[src/rtl/audio_tone_gen.sv]
`timescale 1ns/1ps
// audio_tone_gen
// Square-wave tone generator placed after the processor-to-audio interface.
// It turns a play gate, a half-period pitch and a PWM volume into a 1-bit
// PWM audio pin and an amplifier enable. A note always starts on a fresh
// phase and always ends after a complete period. Pitch and volume are only
// taken up at half-period boundaries, which keeps the output free of clicks.
//
// Ports
//   clk25     in   system clock (25 MHz), rising-edge active
//   reset     in   asynchronous reset, active low
//   audioEn   in   play gate from the upstream duration logic
//   pitch     in   half-period in clk25 cycles, 0 = rest
//   volume    in   PWM duty numerator, 0 = silent
//   audioOut  out  registered PWM audio pin
//   audioSD   out  amplifier enable, high whenever a note is active
//   busy      out  high while playing or draining the last period
module audio_tone_gen #(
    parameter int PITCH_W  = 18,
    parameter int VOL_W    = 4,
    parameter int MIN_HALF = 16
) (
    input  logic               clk25,
    input  logic               reset,
    input  logic               audioEn,
    input  logic [PITCH_W-1:0] pitch,
    input  logic [VOL_W-1:0]   volume,
    output logic               audioOut,
    output logic               audioSD,
    output logic               busy
);

    typedef enum logic [1:0] {
        IDLE  = 2'd0,
        PLAY  = 2'd1,
        DRAIN = 2'd2
    } state_t;

    localparam logic [PITCH_W-1:0] MinHalf = PITCH_W'(MIN_HALF);

    state_t             state_q, state_d;
    logic               wave_q, wave_d;
    logic [PITCH_W-1:0] halfCnt_q, halfCnt_d;
    logic [PITCH_W-1:0] pLat_q, pLat_d;
    logic [VOL_W-1:0]   pwmCnt_q, pwmCnt_d;
    logic [VOL_W-1:0]   vLat_q, vLat_d;
    logic               busy_q, busy_d;
    logic               audioOut_q, audioOut_d;
    logic [PITCH_W-1:0] pEff;
    logic               halfDone;
    logic               gateLow;

    // Nonzero pitches shorter than the minimum half-period are clamped up.
    always_comb begin
        if (pitch == '0) begin
            pEff = '0;
        end else if (pitch < MinHalf) begin
            pEff = MinHalf;
        end else begin
            pEff = pitch;
        end
    end

    assign halfDone = (halfCnt_q == '0);
    assign gateLow  = ~audioEn;

    always_comb begin
        state_d   = state_q;
        wave_d    = wave_q;
        halfCnt_d = halfCnt_q;
        pLat_d    = pLat_q;
        vLat_d    = vLat_q;
        pwmCnt_d  = pwmCnt_q + 1'b1;

        case (state_q)
            IDLE: begin
                pwmCnt_d = '0;
                if (audioEn) begin
                    // A rest pitch at note start lands directly in the rest hold.
                    state_d   = PLAY;
                    wave_d    = (pEff != '0);
                    pLat_d    = pEff;
                    vLat_d    = volume;
                    halfCnt_d = (pEff != '0) ? pEff - 1'b1 : '0;
                end
            end

            default: begin
                // PLAY and DRAIN share the counting; only the gate decides
                // which of the two we are in after this edge.
                state_d = audioEn ? PLAY : DRAIN;

                if (pLat_q == '0) begin
                    // Rest: hold the wave low and watch for a usable pitch.
                    if (state_q == DRAIN && gateLow) begin
                        state_d   = IDLE;
                        wave_d    = 1'b0;
                        halfCnt_d = '0;
                        pwmCnt_d  = '0;
                    end else if (pEff != '0) begin
                        wave_d    = 1'b1;
                        pLat_d    = pEff;
                        vLat_d    = volume;
                        halfCnt_d = pEff - 1'b1;
                        pwmCnt_d  = '0;
                    end
                end else if (halfDone) begin
                    // The end of a low half is the only clean place to stop.
                    if (state_q == DRAIN && gateLow && !wave_q) begin
                        state_d   = IDLE;
                        wave_d    = 1'b0;
                        halfCnt_d = '0;
                        pwmCnt_d  = '0;
                    end else begin
                        wave_d    = (pEff != '0) && !wave_q;
                        pLat_d    = pEff;
                        vLat_d    = volume;
                        halfCnt_d = (pEff != '0) ? pEff - 1'b1 : '0;
                    end
                end else begin
                    halfCnt_d = halfCnt_q - 1'b1;
                end
            end
        endcase
    end

    // Outputs are computed from next-state values so they line up with the
    // state they describe on the same edge.
    always_comb begin
        busy_d     = (state_d != IDLE);
        audioOut_d = wave_d && busy_d && (pwmCnt_d < vLat_d);
    end

    always_ff @(posedge clk25 or negedge reset) begin
        if (!reset) begin
            state_q    <= IDLE;
            wave_q     <= 1'b0;
            halfCnt_q  <= '0;
            pLat_q     <= '0;
            pwmCnt_q   <= '0;
            vLat_q     <= '0;
            busy_q     <= 1'b0;
            audioOut_q <= 1'b0;
        end else begin
            state_q    <= state_d;
            wave_q     <= wave_d;
            halfCnt_q  <= halfCnt_d;
            pLat_q     <= pLat_d;
            pwmCnt_q   <= pwmCnt_d;
            vLat_q     <= vLat_d;
            busy_q     <= busy_d;
            audioOut_q <= audioOut_d;
        end
    end

    assign audioOut = audioOut_q;
    assign audioSD  = busy_q;
    assign busy     = busy_q;

endmodule

[config.mk]
export PLATFORM = sky130hd
export DESIGN_NAME = audio_tone_gen
export DESIGN_NICKNAME = d
export VERILOG_FILES = /design/src/rtl/audio_tone_gen.sv
export SDC_FILE = /design/constraint.sdc
export NUM_CORES = 1
export LEC_CHECK = 0
export ABC_AREA = 1
export CAP_MARGIN = 0
export CORE_ASPECT_RATIO = 1.25
export CORE_UTILIZATION = 55
export DETAILED_ROUTE_END_ITERATION = 8
export PLACE_DENSITY = 0.88
export SLEW_MARGIN = 20
export SYNTH_ARGS = -nofsm -noshare
export SYNTH_HDL_FRONTEND = slang
export SYNTH_SLANG_ARGS = --single-unit
[constraint.sdc]
create_clock -name clk25 -period 4.3 [get_ports clk25]
set_input_delay 0.86 -clock clk25 [delete_from_list [all_inputs] [get_ports clk25]]
set_output_delay 0.86 -clock clk25 [all_outputs]
set_load 0.02 [all_outputs]
==> run_results.csv, run 1 <==
group,metric,value,unit
outcome,status,"finished, final reports clean",
placed_design,globalplace.congestion,1.00,
critical_path,path_buf_inv,5,
yosys,synth.avg_cell_area,7.19,um2
clock_tree,cts_buffers,5,
pwr,p_per_area,335,mW/mm2
pwr,leakage,0.00184,uW
pwr,pwr-share-seq,0.478,
grt,globalRouteMet3Util,0.0460,
grt,grt_pass1_vias,3249,
routing,drc,0,
timing,hold_viol,0,
yosys,synth-seq-area-share,0.358,
clock_tree,insertion_delay,0.31,ns
routing,wl_per_cell,14.2,um
critical_path,start_kind,"input port",
floorplan,die-area,0.00654,mm2
yosys,syn_inst,476,
critical_path,cp-end-kind,"flip-flop",
grt,gr-total-overflow,0,
grt,grt.busiest_layer,"met2",
yosys,synth_edf_count,0,
yosys,ys_types,38,
min_path,hold_path_class,"reg -> reg",
clock_tree,ctsLongestPathBuffers,2,
floorplan,start_util,0.580,
routing,first_iter_violations,190,
yosys,synth_warnings,0,
clock_tree,cts_setup_buffers,0,
floorplan,dieWidth,72.6,um
yosys,async_flop_share,1.00,
critical_path,cp_cell_sequence,"clkdlybuf4s50_1 > inv_1 > nand2_1 > nor2_2 > nand2_2 > nand2_1 > ha_1 > nand3_1 > nor3_1 > nand2_1 > inv_2 > nand3_4 > nand2_2 > inv_1 > nand2_1 > o211ai_1 > a21oi_2 > inv_1 > ha_1 > nand2_1 > nand2_1 > nor2_1 > nand2_1 > a21oi_1",
placed_design,port_buffers,27,
job,cap_violations,0,
final_layout,instances_no_fill,583,
critical_path,cp.arrival,4.15,ns
grt,met1_usage,0.309,
pwr,p_switching,460,uW
routing,wl,8280,um
routing,via_count,3294,
grt,antenna_found_initial,0,
final_layout,areaGrowthSynthToFinish,11.9,%
critical_path,critPathKind,"in -> reg",
floorplan,rows,31,
timing,finClkSkew,0.00656,ns
clock_tree,cts_sinks,49,
floorplan,io-pin-count,28,
clock_tree,clk_pin_slew,0.09,ns
timing,finalCriticalPeriod,3.91,ns
grt,met2_usage,0.475,
grt,grt_pass1_wl,14200,um
critical_path,critPathMaxStageDelay,0.47,ns
pwr,peakVddDrop,0.240,mV
clock_tree,cts_tree,"yes",
timing,tightest_slew,0.656,ns
timing,post-route-period-util,0.910,
grt,track_usage,0.275,
grt,grt_max_degree,50,
floorplan,die_height,90.2,um
routing,drtAntennaViolNets,0,
final_layout,nets,532,
yosys,syn_nets,508,
critical_path,crit_family,"simple AND/OR/NAND/NOR gates",
final_layout,fill_cells,552,
yosys,synth_area,0.00342,mm2
critical_path,critical_path.most_common_cell,"nand2_1",
placed_design,dp_hpwl,6350,um
pwr,comb_power_share,0.303,
pwr,p_clk_frac,0.218,
timing,slew_headroom,0.557,
critical_path,crit_required,4.54,ns
final_layout,postLayoutCoreUtil,0.650,
yosys,yosys_most_used_dff,"dfrtp_1",
critical_path,crit_fanout,7,
timing,max_freq,255,MHz
final_layout,diodes,0,
yosys,synth-seq-cells,49,
timing,report.final.slew_viol_count,0,
pwr,swShare,0.359,
placed_design,placed_cells,575,
routing,vias_per_cell,5.65,
critical_path,cp_slowest_cell,"clkdlybuf4s50_1",
final_layout,drive_gt1_frac,0.128,
pwr,finalPower,1280,uW
timing,setup_viol,0,
floorplan,core,0.00590,mm2
pwr,internal_power,821,uW
clock_tree,cts_htree_levels,2,
clock_tree,root_buffer,"clkbuf_8",
routing,dr.pass1.iters,7,
timing,rsz0062_at_grt,"false",
## worst paths after layout
check / from / end / slack (ns) / cells after the start
setup / recovery: pitch[5] / audioOut / 0.39 / 24
hold / removal: pLat_q[11] / pLat_q[11] / 0.49 / 2
setup reg to reg: pLat_q[3] / audioOut / 1.04 / 18
hold reg to reg: pLat_q[11] / pLat_q[11] / 0.49 / 2
max in group asynchronous: reset / halfCnt_q[8] / 3.32 / 1
min in group asynchronous: reset / wave_q / 0.56 / 1
## Yosys cell counts (all sizes together) (4+ instances only)
cell type / count / share of area
a21oi: 36 / 0.054
a22oi: 8 / 0.018
a31oi: 4 / 0.0073
buf: 9 / 0.022
dfrtp: 49 / 0.36
ha: 7 / 0.026
inv: 75 / 0.082
nand2: 101 / 0.13
nand3: 26 / 0.045
nand4: 6 / 0.013
nor2: 69 / 0.082
nor3: 10 / 0.015
o211ai: 5 / 0.015
o21ai: 40 / 0.071
xor2: 13 / 0.033
## metal layers
metal | share of wire | wire length [um] | vias up
met5 | 0 | 0 | -
met4 | 0.047 | 391 | 0
met3 | 0.047 | 386 | 37
met1 | 0.40 | 3310 | 1545
met2 | 0.51 | 4190 | 117
li1 | - | - | 1595
## registers in the layout, summed over array words and instances (netlist names)
register / count
audioOut: 1
audioSD: 1
halfCnt_q: 18
pLat_q: 18
pwmCnt_q: 4
state_q: 2
vLat_q: 4
wave_q: 1
## through the flow
step | setup WS (ns) | instance area, um2 | hold WS, ns | TNS (ns)
final | 0.386 | 3830 | 0.494 | 0
after global routing | 0.0626 | 3830 | 0.509 | 0
after CTS | 0.269 | 3820 | 0.498 | 0
after detailed placement | -0.00703 | 3730 | 0.474 | -0.00703
after global placement | 0.291 | 3730 | 0.470 | 0
after floorplan | 1.03 | 3420 | 0.459 | 0
## power groups by stage
stage	combinational (uW)	clock, uW	sequential [uW]
floorplan	279	0	610
global placement	367	0	616
detailed placement	383	0	620
CTS	386	283	611
global route	438	299	621
finish	389	280	613
## cell usage in the layout, fill, tap and decap left out, types with 11 or more instances in the layout
cell type	Yosys	final
nand2_1	83	81
inv_1	69	69
nor2_1	60	60
dfrtp_1	49	49
a21oi_1	35	34
clkdlybuf4s50_1	0	26
nand3_1	23	23
o21ai_0	19	19
nand2_2	17	19
xor2_1	13	13
o21ai_2	11	11
## cell type report
class                   instances  area [um2]  share of cell area
clock buffers                   6        72.6              0.0189
clock inverters                 2        15.0             0.00392
inverters                      75         282              0.0735
multi-input cells             340        1840               0.480
flip-flops and latches         49        1230               0.320
well taps                      82         103              0.0268
repair buffers                 29         295              0.0771
## kinds of logic (layout without fill, tap and decap cells)
group / count (synthesis) / count (layout) / share of synthesized area
xor gates and xnor gates: 15 / 15 / 0.0384
AOI/OAI and AO/OA: 100 / 100 / 0.180
adders and majority gates: 7 / 7 / 0.0256
and+or+nand+nor: 218 / 218 / 0.291
DFF: 49 / 49 / 0.358
buffers and inverters: 87 / 112 / 0.107
## worst reg2reg max path, cell delays in order, from the launching register on
cell and delay, ns:
dfrtp_1 0.40, nor2_1 0.14, nand3_1 0.13, nor3_1 0.15, nand2_1 0.35, inv_1 0.45, nand2_1 0.12, nor2_1 0.16
inv_1 0.10, nand2_1 0.07, inv_1 0.06, o311ai_0 0.17, nor2_1 0.13, ha_1 0.34, nand2_1 0.08, nand2_1 0.05
nor2_1 0.09, nand2_1 0.07, a21oi_1 0.12
## repair_timing
action | in CTS | in global routing
resized for setup | 0 | 3
hold buffers | 0 | 0
setup endpoints to repair | 0 | 1
Note: power is estimated with default switching activity, not from simulation.
==> inputs of run 2 (changes only) <==
Settings changed: CTS_CLUSTER_SIZE from default to 40, DONT_BUFFER_PORTS from default to 1, PLACE_DENSITY 0.88 to 0.82.
==> run 2 against run 1 <==
Effect of this change: die area is the same; flip-flop and latch count is the same; critical path depth shrank 1; global-route usage shrank 1.4 points; worst setup slack gained 0.58 ns; wire length shrank 4.6%; sequential share of layout area grew 2.6 points; clock skew is essentially flat; final cell count shrank 4.6%; via count shrank 7.2%; count of clock-buffer cells in the layout shrank 1; power shrank 3.5%; highest routed layer unchanged.
==> run_results.csv, run 2 (synthesis results as in run 1) <==
group,metric,value,unit
grt,gr-total-overflow,0,
critical_path,critical_path.most_common_cell,"nand2_1",
floorplan,rows,31,
floorplan,start_util,0.580,
clock_tree,ctsResizeCount,0,
routing,wl_per_cell,14.2,um
clock_tree,cts_sinks,49,
pwr,peakVddDrop,0.243,mV
floorplan,io-pin-count,28,
floorplan,die-area,0.00654,mm2
grt,track_usage,0.261,
clock_tree,cts_buffers,5,
final_layout,areaGrowthSynthToFinish,3.55,%
pwr,p_per_area,349,mW/mm2
final_layout,multi_input_area,0.00183,mm2
placed_design,placed_cells,548,
timing,setup_tns,0,ns
final_layout,instances_no_fill,556,
routing,wl,7890,um
routing,first_iter_violations,149,
critical_path,cp-end-kind,"flip-flop",
critical_path,critPathMaxStageDelay,0.28,ns
final_layout,reg_top3,"halfCnt_q (18), pLat_q (18)",
job,cap_violations,0,
critical_path,crit_required,4.55,ns
final_layout,nets,505,
timing,max_freq,300,MHz
clock_tree,ctsLongestPathBuffers,2,
critical_path,cp_slowest_cell,"ha_1",
routing,via_count,3058,
clock_tree,hold_buffers,0,
placed_design,globalplace.congestion,0.892,
critical_path,path_buf_inv,3,
timing,post-route-period-util,0.776,
timing,rsz0062_at_grt,"false",
placed_design,dp_hpwl,6090,um
grt,grt_max_degree,50,
critical_path,start_kind,"input port",
placed_design,dp_slack,0.651,ns
routing,drtAntennaViolNets,0,
pwr,leakage,0.00173,uW
timing,slew_headroom,0.488,
floorplan,core,0.00590,mm2
grt,antenna_found_initial,0,
clock_tree,root_buffer,"clkbuf_8",
final_layout,diodes,0,
timing,hold_viol,0,
final_layout,register_area,0.00123,mm2
critical_path,cp.arrival,3.58,ns
timing,finClkSkew,0.00672,ns
final_layout,layout_common_cells,"nand2_1 (83), inv_1 (69), nor2_1 (60)",
final_layout,drive_gt1_frac,0.129,
critical_path,crit_family,"simple AND/OR/NAND/NOR gates",
routing,drc,0,
clock_tree,clk_pin_slew,0.10,ns
placed_design,port_buffers,0,
floorplan,dieWidth,72.6,um
clock_tree,cts_tree,"yes",
outcome,status,"finished, final reports clean",
timing,finalCriticalPeriod,3.34,ns
timing,tightest_slew,0.759,ns
min_path,hold_path_class,"in -> async",
clock_tree,cts_htree_levels,2,
routing,vias_per_cell,5.50,
timing,setup_viol,0,
critical_path,critPathKind,"in -> reg",
timing,fin_ws,0.963,ns
routing,dr.pass1.iters,4,
critical_path,cp_cell_sequence,"nor2_1 > nand2_1 > nor2_2 > nand2_2 > nand2_1 > ha_1 > nand3_1 > nor3_1 > nand2_1 > inv_2 > nand3_4 > nand2_1 > inv_1 > nand2_1 > o211ai_1 > a21oi_1 > inv_1 > ha_1 > nand2_1 > nand2_1 > nor2_1 > nand2_1 > a21oi_1",
timing,report.final.slew_viol_count,0,
clock_tree,cts_setup_buffers,0,
final_layout,layout_commonest_cell,"nand2_1",
critical_path,crit_fanout,7,
floorplan,die_height,90.2,um
clock_tree,insertion_delay,0.31,ns
grt,grt_pass1_wl,13200,um
final_layout,fill_cells,560,
grt,grt_pass1_vias,2881,
run 2: layer usage:
metal,vias up,wire length [um],GRT usage
li1,1534,-,-
met1,1409,3330,0.321
met2,90,3860,0.431
met3,25,372,0.0415
met4,0,329,0.141
met5,-,0,0
run 2: final cells by class:
| type | instances | area share |
|---|---|---|
| Clock buffer | 5 | 0.0194 |
| Clock inverter | 3 | 0.00600 |
| Inverter | 75 | 0.0794 |
| Multi-Input combinational cell | 340 | 0.516 |
| Sequential cell | 49 | 0.346 |
| Tap cell | 82 | 0.0290 |
| Timing Repair Buffer | 2 | 0.00424 |
run 2: final timing paths:
path	startpoint	end	cells past startpoint	slack, ns
worst max register to register	pLat_q[13]	audioOut	18	1.11
worst min-delay path	reset	pwmCnt_q[2]	0	0.23
worst min register to register	pLat_q[6]	pLat_q[6]	2	0.50
min in group clk25	pLat_q[6]	pLat_q[6]	2	0.50
worst max-delay path	pitch[12]	audioOut	23	0.96
max in group asynchronous	reset	halfCnt_q[13]	0	3.98
run 2: power breakdown:
group          internal [uW]  leakage, uW  total, uW  switching [uW]
clock                    116    0.0000445        286             171
sequential               547     0.000591        619            71.3
combinational            133      0.00110        331             199
total                    796      0.00173       1240             441
run 2: metrics by stage:
stage / hold WS (ns) / total power, uW / instance area, um2 / utilization
after floorplan: 0.459 / 889 / 3420 / -
after global placement: 0.471 / 940 / 3450 / 0.586
after detailed placement: 0.474 / 956 / 3450 / 0.586
after CTS: 0.219 / 1240 / 3540 / 0.601
after global routing: 0.197 / 1320 / 3540 / 0.601
final: 0.225 / 1240 / 3540 / 0.601
==> inputs of run 3 (changes only) <==
Clock period 4.3 ns to 3.1 ns, I/O delays scaled along.
==> run 3 against run 2 <==
Effect of this change: die area unchanged; register-to-register slack worse by 0.76 ns; wire length grew 5.2%; worst setup slack got worse by 0.62 ns; global-route usage rose by 0.67 points; utilization increased by 2.9 points; clock power up 41%; clock skew fell by 0.0023 ns; first-iteration DRC count up 28%; largest power group unchanged.
==> run_results.csv, run 3 (synthesis results as in run 1) <==
group,metric,value,unit
pwr,peakVddDrop,0.310,mV
critical_path,start_kind,"flip-flop",
grt,grt_max_degree,50,
timing,setup_viol,0,
routing,first_iter_violations,190,
routing,dr.pass1.iters,5,
grt,grt_pass1_wl,13800,um
final_layout,layout_common_cells,"nand2_1 (83), inv_1 (69), nor2_1 (60)",
placed_design,dp_slack,-0.0262,ns
floorplan,core,0.00590,mm2
critical_path,rr_worst_depth,20,
timing,hold_viol,0,
floorplan,start_util,0.580,
job,cap_violations,0,
clock_tree,cts_buffers,5,
final_layout,areaGrowthSynthToFinish,8.59,%
critical_path,cp_cell_sequence,"inv_1 > ha_4 > nand3_1 > nor2_2 > nand4_2 > nor2_2 > buf_4 > nand3_2 > inv_2 > o211ai_1 > nand2_1 > inv_1 > a21oi_2 > inv_1 > ha_1 > nand2_1 > nand2_1 > nor2_1 > nand2_1 > a21oi_1",
clock_tree,cts_tree,"yes",
final_layout,multi_input_area,0.00185,mm2
final_layout,fill_cells,540,
final_layout,diodes,0,
timing,finalCriticalPeriod,2.75,ns
clock_tree,insertion_delay,0.31,ns
routing,wl,8310,um
routing,vias_per_cell,5.57,
timing,tightest_slew,0.488,ns
pwr,p_per_area,476,mW/mm2
final_layout,register_area,0.00123,mm2
clock_tree,cts_htree_levels,2,
timing,finClkSkew,0.00438,ns
floorplan,dieWidth,72.6,um
timing,max_freq,363,MHz
floorplan,io-pin-count,28,
routing,via_count,3180,
outcome,status,"finished, final reports clean",
critical_path,r2r-end,"audioOut",
placed_design,port_buffers,0,
critical_path,r2r_start,"halfCnt_q[0]",
critical_path,critPathKind,"reg -> reg",
critical_path,critical_path.most_common_cell,"nand2_1",
final_layout,reg_top3,"halfCnt_q (18), pLat_q (18)",
timing,report.final.slew_viol_count,0,
grt,antenna_found_initial,0,
grt,track_usage,0.268,
timing,slew_headroom,0.674,
final_layout,drive_gt1_frac,0.162,
grt,gr-total-overflow,0,
critical_path,crit_fanout,6,
timing,fin_ws,0.345,ns
min_path,hold_path_class,"in -> async",
critical_path,cp_slowest_cell,"dfrtp_1",
routing,wl_per_cell,14.5,um
critical_path,cp-end-kind,"flip-flop",
pwr,leakage,0.00183,uW
floorplan,die_height,90.2,um
clock_tree,ctsLongestPathBuffers,2,
placed_design,dp_hpwl,6350,um
floorplan,rows,31,
floorplan,die-area,0.00654,mm2
final_layout,nets,520,
timing,post-route-period-util,0.889,
clock_tree,cts_sinks,49,
clock_tree,clk_pin_slew,0.09,ns
critical_path,cp.arrival,2.99,ns
clock_tree,root_buffer,"clkbuf_8",
routing,drc,0,
placed_design,globalplace.congestion,0.895,
final_layout,postLayoutCoreUtil,0.630,
critical_path,critPathMaxStageDelay,0.38,ns
grt,grt_pass1_vias,3108,
routing,drtAntennaViolNets,0,
critical_path,crit_required,3.34,ns
final_layout,layout_commonest_cell,"nand2_1",
critical_path,r2r_setup_slack,0.35,ns
## run 3: routing by layer
metal	GRT usage	routed length [um]	vias to the layer above
met1	0.314	3340	1496
met4	0.113	269	0
met3	0.0392	346	23
met2	0.476	4350	96
met5	0	0	-
li1	-	-	1565
## run 3: where the power goes
group,switching [uW],leakage (uW),internal (uW),total [uW]
clock,221,0.0000512,181,403
sequential,98.9,0.000591,759,858
combinational,303,0.00118,205,507
## run 3: worst max-delay path by stage
| stage | startpoint | end | slack (ns) |
|---|---|---|---|
| global route | halfCnt_q[0] | audioOut | -0.01 |
| detailed placement | pitch[12] | audioOut | -0.03 |
| finish | halfCnt_q[0] | audioOut | 0.35 |
| CTS | pitch[12] | audioOut | 0.29 |
| global placement | pitch[12] | audioOut | 0.18 |
| floorplan | pitch[5] | audioOut | 0.07 |
## run 3: what timing repair did
| action | in CTS | in global routing |
|---|---|---|
| setup endpoints to repair | 0 | 1 |
| hold buffers | 1 | 0 |
| hold endpoints to repair | 49 | 0 |
| gates resized for setup | 0 | 5 |
| buffers inserted | 0 | 1 |
## run 3: metrics by stage
stage	power (uW)	TNS [ns]	instances	cell area [um2]	hold WS (ns)
floorplan	1230	0	476	3420	0.324
global placement	1310	0	561	3560	0.325
detailed placement	1340	-0.0262	561	3560	0.326
CTS	1760	0	570	3690	0.159
global route	1880	-0.0128	571	3720	0.159
finish	1770	0	571	3720	0.156
## run 3: final cells by class
cell class | instances | share of cell area
multi-input cells | 340 | 0.498
flip-flops and latches | 49 | 0.330
inverters | 75 | 0.0758
repair buffers | 17 | 0.0431
well taps | 82 | 0.0276
clock buffers | 6 | 0.0222
clock inverters | 2 | 0.00370
## run 3: critical path: cells and delay by family, from the launching register on
kind / cells / cell delay [ns]
adder cells (fa/ha/maj): 2 / 0.47
AO/OA/AOI/OAI: 3 / 0.33
AND/OR/NAND/NOR: 10 / 1.03
flip-flops: 1 / 0.38
buffers and inverters: 5 / 0.49
